**src/rtl/mmio_arbiter.sv**
```systemverilog
// mmio_arbiter: two-master round-robin arbiter in front of the single-outstanding
// SoC MMIO port. Master 0 is the host bridge, master 1 is the program/data loader.
// One transaction in flight; the response goes back to the granted master only.
// Optional watchdog: define MMIO_ARB_TIMEOUT_EN to enable the TIMEOUT_CYCLES limit.
module mmio_arbiter #(
    parameter int ADDR_W         = 32,
    parameter int DATA_W         = 64,
    parameter int TIMEOUT_CYCLES = 1024
) (
    input  logic                clk,
    input  logic                rst_n,
    // host-side masters
    input  logic [1:0]          m_req_val,
    output logic [1:0]          m_req_rdy,
    input  logic [1:0]          m_req_cmd,
    input  logic [2*ADDR_W-1:0] m_req_addr,
    input  logic [2*DATA_W-1:0] m_req_data,
    output logic [1:0]          m_resp_val,
    input  logic [1:0]          m_resp_rdy,
    output logic                m_resp_cmd,
    output logic [ADDR_W-1:0]   m_resp_addr,
    output logic [DATA_W-1:0]   m_resp_data,
    // downstream MMIO port
    output logic                s_req_val,
    input  logic                s_req_rdy,
    output logic                s_req_cmd,
    output logic [ADDR_W-1:0]   s_req_addr,
    output logic [DATA_W-1:0]   s_req_data,
    input  logic                s_resp_val,
    output logic                s_resp_rdy,
    input  logic                s_resp_cmd,
    input  logic [ADDR_W-1:0]   s_resp_addr,
    input  logic [DATA_W-1:0]   s_resp_data,
    // status
    output logic                busy,
    output logic                grant_id,
    output logic                timeout_o
);

    typedef enum logic [1:0] {ST_IDLE, ST_ISSUE, ST_WAIT, ST_RETURN} state_e;

    state_e              state_q, state_d;
    logic                last_grant_q;
    logic                grant_id_q;
    logic                req_cmd_q;
    logic [ADDR_W-1:0]   req_addr_q;
    logic [DATA_W-1:0]   req_data_q;
    logic                resp_cmd_q;
    logic [ADDR_W-1:0]   resp_addr_q;
    logic [DATA_W-1:0]   resp_data_q;

    logic                winner;
    logic                req_fire;
    logic                resp_fire;
    logic                resp_done;
    logic                timeout_hit;

    // Round-robin pick: a lone requester wins, a tie goes to the master not served last.
    always_comb begin
        // NOTE: give every comb output a default first so no path can infer a latch.
        winner = 1'b0;
        if (m_req_val == 2'b11) begin
            winner = ~last_grant_q;
        end else if (m_req_val == 2'b10) begin
            winner = 1'b1;
        end
    end

    assign req_fire  = (state_q == ST_IDLE) && m_req_val[winner];
    assign resp_fire = (state_q == ST_WAIT) && s_resp_val;
    assign resp_done = (state_q == ST_RETURN) && m_resp_rdy[grant_id_q];

`ifdef MMIO_ARB_TIMEOUT_EN
    localparam int CNT_W = $clog2(TIMEOUT_CYCLES + 1);

    logic [CNT_W-1:0] cnt_q, cnt_d;
    logic             timeout_q;
    logic             cnt_expired;

    // A real handshake in the expiry cycle wins over the watchdog.
    assign cnt_expired = (cnt_q >= CNT_W'(TIMEOUT_CYCLES - 1));
    assign timeout_hit = cnt_expired &&
                         (((state_q == ST_ISSUE) && !s_req_rdy) ||
                          ((state_q == ST_WAIT)  && !s_resp_val));

    // Watchdog count: zero on entering ISSUE, +1 for every cycle in ISSUE or WAIT.
    always_comb begin
        cnt_d = cnt_q;
        if (req_fire) begin
            cnt_d = '0;
        end else if ((state_q == ST_ISSUE) || (state_q == ST_WAIT)) begin
            cnt_d = cnt_q + CNT_W'(1);
        end
    end

    // Watchdog registers; the timeout flag is sticky until reset.
    always_ff @(posedge clk or negedge rst_n) begin
        if (!rst_n) begin
            cnt_q     <= '0;
            timeout_q <= 1'b0;
        end else begin
            cnt_q <= cnt_d;
            if (timeout_hit) begin
                timeout_q <= 1'b1;
            end
        end
    end

    assign timeout_o = timeout_q;
`else
    // Without the watchdog the limit is meaningless; fold it away.
    logic unused_timeout_cfg;
    assign unused_timeout_cfg = ^TIMEOUT_CYCLES;
    assign timeout_hit        = 1'b0;
    assign timeout_o          = 1'b0;
`endif

    // State register.
    always_ff @(posedge clk or negedge rst_n) begin
        if (!rst_n) begin
            state_q <= ST_IDLE;
        end else begin
            // NOTE: sequential state is always updated with <= so all flops sample together.
            state_q <= state_d;
        end
    end

    // Next-state logic.
    always_comb begin
        state_d = state_q;
        case (state_q)
            ST_IDLE:   if (req_fire) state_d = ST_ISSUE;
            ST_ISSUE:  if (s_req_rdy) state_d = ST_WAIT;
                       else if (timeout_hit) state_d = ST_RETURN;
            ST_WAIT:   if (resp_fire || timeout_hit) state_d = ST_RETURN;
            ST_RETURN: if (resp_done) state_d = ST_IDLE;
            default:   state_d = ST_IDLE;
        endcase
    end

    // Output decode from the current state.
    always_comb begin
        m_req_rdy  = 2'b00;
        m_resp_val = 2'b00;
        s_req_val  = 1'b0;
        s_resp_rdy = 1'b0;
        case (state_q)
            ST_IDLE:   if (|m_req_val) m_req_rdy = winner ? 2'b10 : 2'b01;
            ST_ISSUE:  s_req_val = 1'b1;
            ST_WAIT:   s_resp_rdy = 1'b1;
            ST_RETURN: m_resp_val = grant_id_q ? 2'b10 : 2'b01;
            default:   ;
        endcase
    end

    // Latched request/response fields and round-robin history.
    always_ff @(posedge clk or negedge rst_n) begin
        // NOTE: these few registers are cheap to reset and the reset value is visible on ports, so they clear.
        if (!rst_n) begin
            last_grant_q <= 1'b1;
            grant_id_q   <= 1'b0;
            req_cmd_q    <= 1'b0;
            req_addr_q   <= '0;
            req_data_q   <= '0;
            resp_cmd_q   <= 1'b0;
            resp_addr_q  <= '0;
            resp_data_q  <= '0;
        end else begin
            if (req_fire) begin
                grant_id_q <= winner;
                req_cmd_q  <= m_req_cmd[winner];
                req_addr_q <= winner ? m_req_addr[ADDR_W +: ADDR_W] : m_req_addr[0 +: ADDR_W];
                req_data_q <= winner ? m_req_data[DATA_W +: DATA_W] : m_req_data[0 +: DATA_W];
            end
            if (resp_fire) begin
                resp_cmd_q  <= s_resp_cmd;
                resp_addr_q <= s_resp_addr;
                resp_data_q <= s_resp_data;
            end else if (timeout_hit) begin
                resp_cmd_q  <= req_cmd_q;
                resp_addr_q <= req_addr_q;
                resp_data_q <= '1;
            end
            if (resp_done) begin
                last_grant_q <= grant_id_q;
            end
        end
    end

    assign s_req_cmd   = req_cmd_q;
    assign s_req_addr  = req_addr_q;
    assign s_req_data  = req_data_q;
    assign m_resp_cmd  = resp_cmd_q;
    assign m_resp_addr = resp_addr_q;
    assign m_resp_data = resp_data_q;
    assign busy        = (state_q != ST_IDLE);
    assign grant_id    = grant_id_q;

endmodule

```
**config.mk**
```make
export PLATFORM = sky130hd
export DESIGN_NAME = mmio_arbiter
export DESIGN_NICKNAME = d
export VERILOG_FILES = /design/src/rtl/mmio_arbiter.sv
export SDC_FILE = /design/constraint.sdc
export NUM_CORES = 1
export LEC_CHECK = 0
export CELL_PAD_IN_SITES_DETAIL_PLACEMENT = 0
export CELL_PAD_IN_SITES_GLOBAL_PLACEMENT = 1
export CORE_AREA = 2 2 197 199
export CTS_BUF_LIST = sky130_fd_sc_hd__clkbuf_4 sky130_fd_sc_hd__clkbuf_8
export DETAILED_ROUTE_END_ITERATION = 7
export DIE_AREA = 0 0 199 201
export GPL_ROUTABILITY_DRIVEN = 0
export PLACE_DENSITY_LB_ADDON = 0.1
export SLEW_MARGIN = 10
export SYNTH_ARGS = -nofsm -noshare
export SYNTH_HDL_FRONTEND = slang
export SYNTH_SLANG_ARGS = --single-unit
```
**constraint.sdc**
```tcl
create_clock -name clk -period 1.8 [get_ports clk]
set_clock_uncertainty 0.1 [all_clocks]
set_input_delay 0.27 -clock clk [delete_from_list [all_inputs] [get_ports clk]]
set_output_delay 0.27 -clock clk [all_outputs]
set_load 0.01 [all_outputs]
```
# Yosys cells after proc, flatten, opt, wreduce, memory -nomap -nowiden
# Index checks and enable logic that the tools add are counted.
[totals]
regBits = 198
wordCells = 50
[op_classes]
magnitude_cmp = 2
eq_ne = 9
mux = 22
n_bitwise = 1
n_reduce_logical = 7
[ops]
columns = ["operator", "n"]
rows = [
  ["$mux 64", 1],
  ["$mux 32", 1],
  ["$mux 2", 9],
  ["$mux 1", 10],
  ["$eq 2x2->1 const B", 4],
  ["$ne 2x2->1 const B", 4],
  ["$pmux 2 s4", 1],
  ["$lt 1x2->1 const B", 2],
  ["$reduce_and 4->1", 1],
  ["$logic_and 1x1->1", 3],
  ["$eq 2x1->1 const B", 1],
  ["$logic_not 2->1", 1],
  ["$reduce_bool 2->1", 1],
  ["$reduce_or 2->1", 1],
  ["$not 1->1", 1],
]

# Depth between registers and ports, before layout
[depth]
ltp_word = 8
depth_mapped = 8

# Least setup slack after synthesis
# OpenSTA, ideal clock, no wires.
[synth_path]
kind = "register to register"
startpoint = "reg state_q[0]"
endpoint = "reg resp_addr_q[10] (netlist: m_resp_addr[10])"
setup_ns = 0.125
t_arrival_ns = 1.610
required_ns = 1.575
setup_slack_ns = -0.034
stages_incl_launch_ff = 7
cell_sequence = "dfrtp_1 -> inv_1 -> ha_1 -> nand2_1 -> buf_2 -> buf_2 -> mux2_2"
[synth_between]
elab_chain_len = 2
[synth_lines]
columns = ["item", "line", "rtl"]
rows = [
  ["start: declaration", "42", "state_e state_q, state_d;"],
  ["start signal: assignment", "124", "state_q <= state_d;"],
  ["$eq 2x2->1", "70", "assign resp_fire = (state_q == ST_WAIT) && s_resp_val;"],
  ["$logic_and 1x1->1", "70", ""],
  ["end signal: assignment", "177", "resp_addr_q <= s_resp_addr;"],
  ["end signal: assignment", "181", "resp_addr_q <= req_addr_q;"],
  ["end: declaration", "49", "logic [ADDR_W-1:0] resp_addr_q;"],
]
# Every way passes these cells.
# A chain may end at the register's enable or synchronous reset.

# Final worst setup path
[layout_path]
startpoint = "reg state_q[1]"
endpoint = "out m_resp_val[1]"
[layout_between]
elab_chain_len = 2
[layout_lines]
columns = ["item", "line", "rtl"]
rows = [
  ["$eq 2x2->1", "147", "case (state_q)"],
  ["$mux 2", "147", ""],
  ["end: declaration", "18", "output logic [1:0] m_resp_val,"],
]
# Every way passes these cells.

==> out/metrics.csv <==
metric,value,unit
outcome,finished with violations,
failed_checks,negative setup slack,
synth_area_per_cell,13.9,um^2
cp-startpoint,state_q[1],
ctsLongestPathBuffers,2,
hold_path.class,input port to asynchronous set/reset pin,
grt_max_degree,66,
power_density,1500,mW/mm^2
switching_share,35.0,%
maxCapViolCount,0,
intPower,14.1,mW
rrSetupSlack,0.07,ns
finish.instance_area,0.0144,mm^2
async_reset_ff_share,100,%
synth_cell_types,26,
fin_nets,1409,
setup-tns-final,-0.195,ns
synth_nets,889,
crit_type,flop to output port,
p_switching,7.56,mW
die_h,201,um
vias,6781,
rr_startpoint,state_q[0],
setup_violations,5,
p_clk_share,15.6,%
remaining_drc_errors,0,
timing.rr.end,state_q[1],
r2r.worst_path.cells,5,
grt_setup_unrepaired,yes,
place_ws,-0.287,ns
p_leak,6.48,nW
cts_tree,built,
hold_violations,0,
io_pins,502,
total_power,21.6,mW
synth_edf_count,0,
clkTransAtPathRegs,0.11,ns
combPwrFrac,49.1,%
crit_end,m_resp_val[1],
required,1.43,ns
fin_util,37.9,%
cts.htree.levels,4,
cts_root_buffer,clkbuf_8,
end_kind,output port,
finalCritPeriodShare,103,%
netlist_area,0.00813,mm^2
grt_pass1_vias,7343,
slew_violations,0,
synth_warnings,0,
grt_util_all_layers,16.0,%
ant_nets,0,
drtPass1Iterations,4,
crit_path_start_kind,flop,
synthToLayoutAreaGrowth,77.5,%
cts_buffers,17,
port_buffers,500,
setup_ws,-0.0524,ns
cp_max_fo,5,
ys_top_cells_by_area,"dfrtp_1 (61%), mux2_2 (13%), a221o_1 (9.0%)",
wire_per_inst,19.8,um
synth_largest_area_cell,dfrtp_1,
antenna_found_initial,3,
synth-seq-cells,198,
die_x,199,um
clk_latency,0.49,ns
pwr-share-seq,35.3,%
start_util,21.3,%
placed_area,0.0140,mm^2
arrival,1.48,ns
dp_hpwl,23900,um
core,0.0381,mm^2
drive_gt1_share,17.5,%
fmax,540,MHz
avgViaCountPerCell,4.14,
period_minus_slack,1.85,ns
rows,72,
drt_iter0_markers,241,
cts_num_sinks,198,
grt_overflow_total,0,
grt_pass1_wl,46700,um
die-area,0.0400,mm^2
vdd_ir_drop_max,0.000644,V
synthCells,586,
ys.flop_type,dfrtp_1,
finalWirelength,32500,um
synth_top_area_share,60.6,%
ys_seq_area_share,61.0,%
-- synth_stat cells, types with 2 or more instances --
| cell type | number |
|---|---|
| nand2_1 | 27 |
| a221o_1 | 73 |
| mux2_2 | 97 |
| buf_4 | 3 |
| ha_1 | 4 |
| buf_6 | 6 |
| buf_1 | 9 |
| nor2_1 | 2 |
| o21ai_0 | 20 |
| clkbuf_1 | 12 |
| o21ai_1 | 5 |
| dfrtp_1 | 197 |
| buf_2 | 13 |
| nor2b_1 | 3 |
| inv_1 | 4 |
| a21oi_1 | 3 |
| mux2i_1 | 26 |
| and2_1 | 74 |
-- worst min path at each step --
stage / from / to / slack (ns) / depth (start not counted)
after CTS: rst_n / m_resp_addr[15] / 0.15 / 2
final: rst_n / m_resp_addr[15] / 0.20 / 2
after floorplan: rst_n / grant_id / -0.13 / 0
after detailed placement: rst_n / m_resp_addr[27] / 0.17 / 1
after global routing: rst_n / m_resp_addr[15] / 0.17 / 2
after global placement: rst_n / m_resp_addr[27] / 0.17 / 1
-- worst max-delay path: stages (launching register included) --
cell and delay (ns):
dfrtp_1 0.40, buf_4 0.16, ha_4 0.17, and2_1 0.14, buf_6 0.12
-- cell type report --
| cell class | instances | area (um^2) |
|---|---|---|
| inverters | 4 | 15.0 |
| clock inverters | 12 | 189 |
| clock buffers | 20 | 263 |
| fillers | 3869 | 23700 |
| well taps | 518 | 648 |
| diodes | 1 | 2.50 |
| multi-input cells | 341 | 3030 |
| repair buffers | 544 | 5330 |
| flip-flops and latches | 198 | 4960 |
-- repair_timing --
action / 4_1_cts / 5_1_grt
hold endpoints to repair: 177 / 0
endpoints found under the setup margin: 273 / 72
gates resized for setup: 247 / 3
cloned: 1 / 3
setup buffers: 1 / 1
pin swaps: 2 / 2
hold buffers: 1 / 0
-- per-stage QoR --
step                hold slack (ns)  std cells
global route                  0.172       1638
floorplan                    -0.126        586
finish                        0.196       1638
detailed placement            0.172       1598
global placement              0.172       1598
CTS                           0.149       1633
-- placed cells by master (no fill, tap or decap), types with 3 or more instances in the layout --
cell type	count
clkbuf_8	19
buf_6	8
inv_6	3
a221o_1	73
ha_4	3
o21ai_1	4
mux2_2	97
dfrtp_1	197
clkdlybuf4s50_1	297
buf_4	24
nand2_1	25
mux2i_1	26
dlygate4sd2_1	195
bufinv_16	4
and2_1	73
buf_12	12
o21ai_0	20
-- sequential cells by signal (all words and copies together), names as in the netlist --
name,cells
grant_id,1
last_grant_q,1
m_resp_addr,32
m_resp_cmd,1
m_resp_data,64
s_req_addr,32
s_req_cmd,1
s_req_data,64
state_q,2
-- layer usage --
metal  track usage [%]  up-vias  part of all wire [%]
met5                 0        -                 0.080
met4              5.46        4                   1.8
met3              5.65       30                   8.0
met2              28.4      262                    51
met1              17.5     3325                    39
li1                  -     3160                     -
-- power groups by stage --
stage / Combinational [mW] / Sequential, mW / Clock [mW]
after floorplan: 3.97 / 8.78 / 0
after global placement: 12.0 / 7.76 / 0
after detailed placement: 12.0 / 7.78 / 0
final: 10.6 / 7.64 / 3.37
after CTS: 10.7 / 7.66 / 3.58
after global routing: 11.5 / 7.95 / 3.73
-- cells by family (layout without fill, tap and decap cells) --
family,after synthesis,count (layout),synth area share [%]
AO/OA/AOI/OAI,104,104,11.1
adder cells (fa/ha/maj),4,4,0.616
buffers and inverters,47,580,3.06
flip-flops,198,198,61.0
multiplexers,124,124,16.8
other,1,2,0.0461
AND/OR/NAND/NOR,108,108,7.46
No activity file was read; power rests on OpenSTA's default activity.
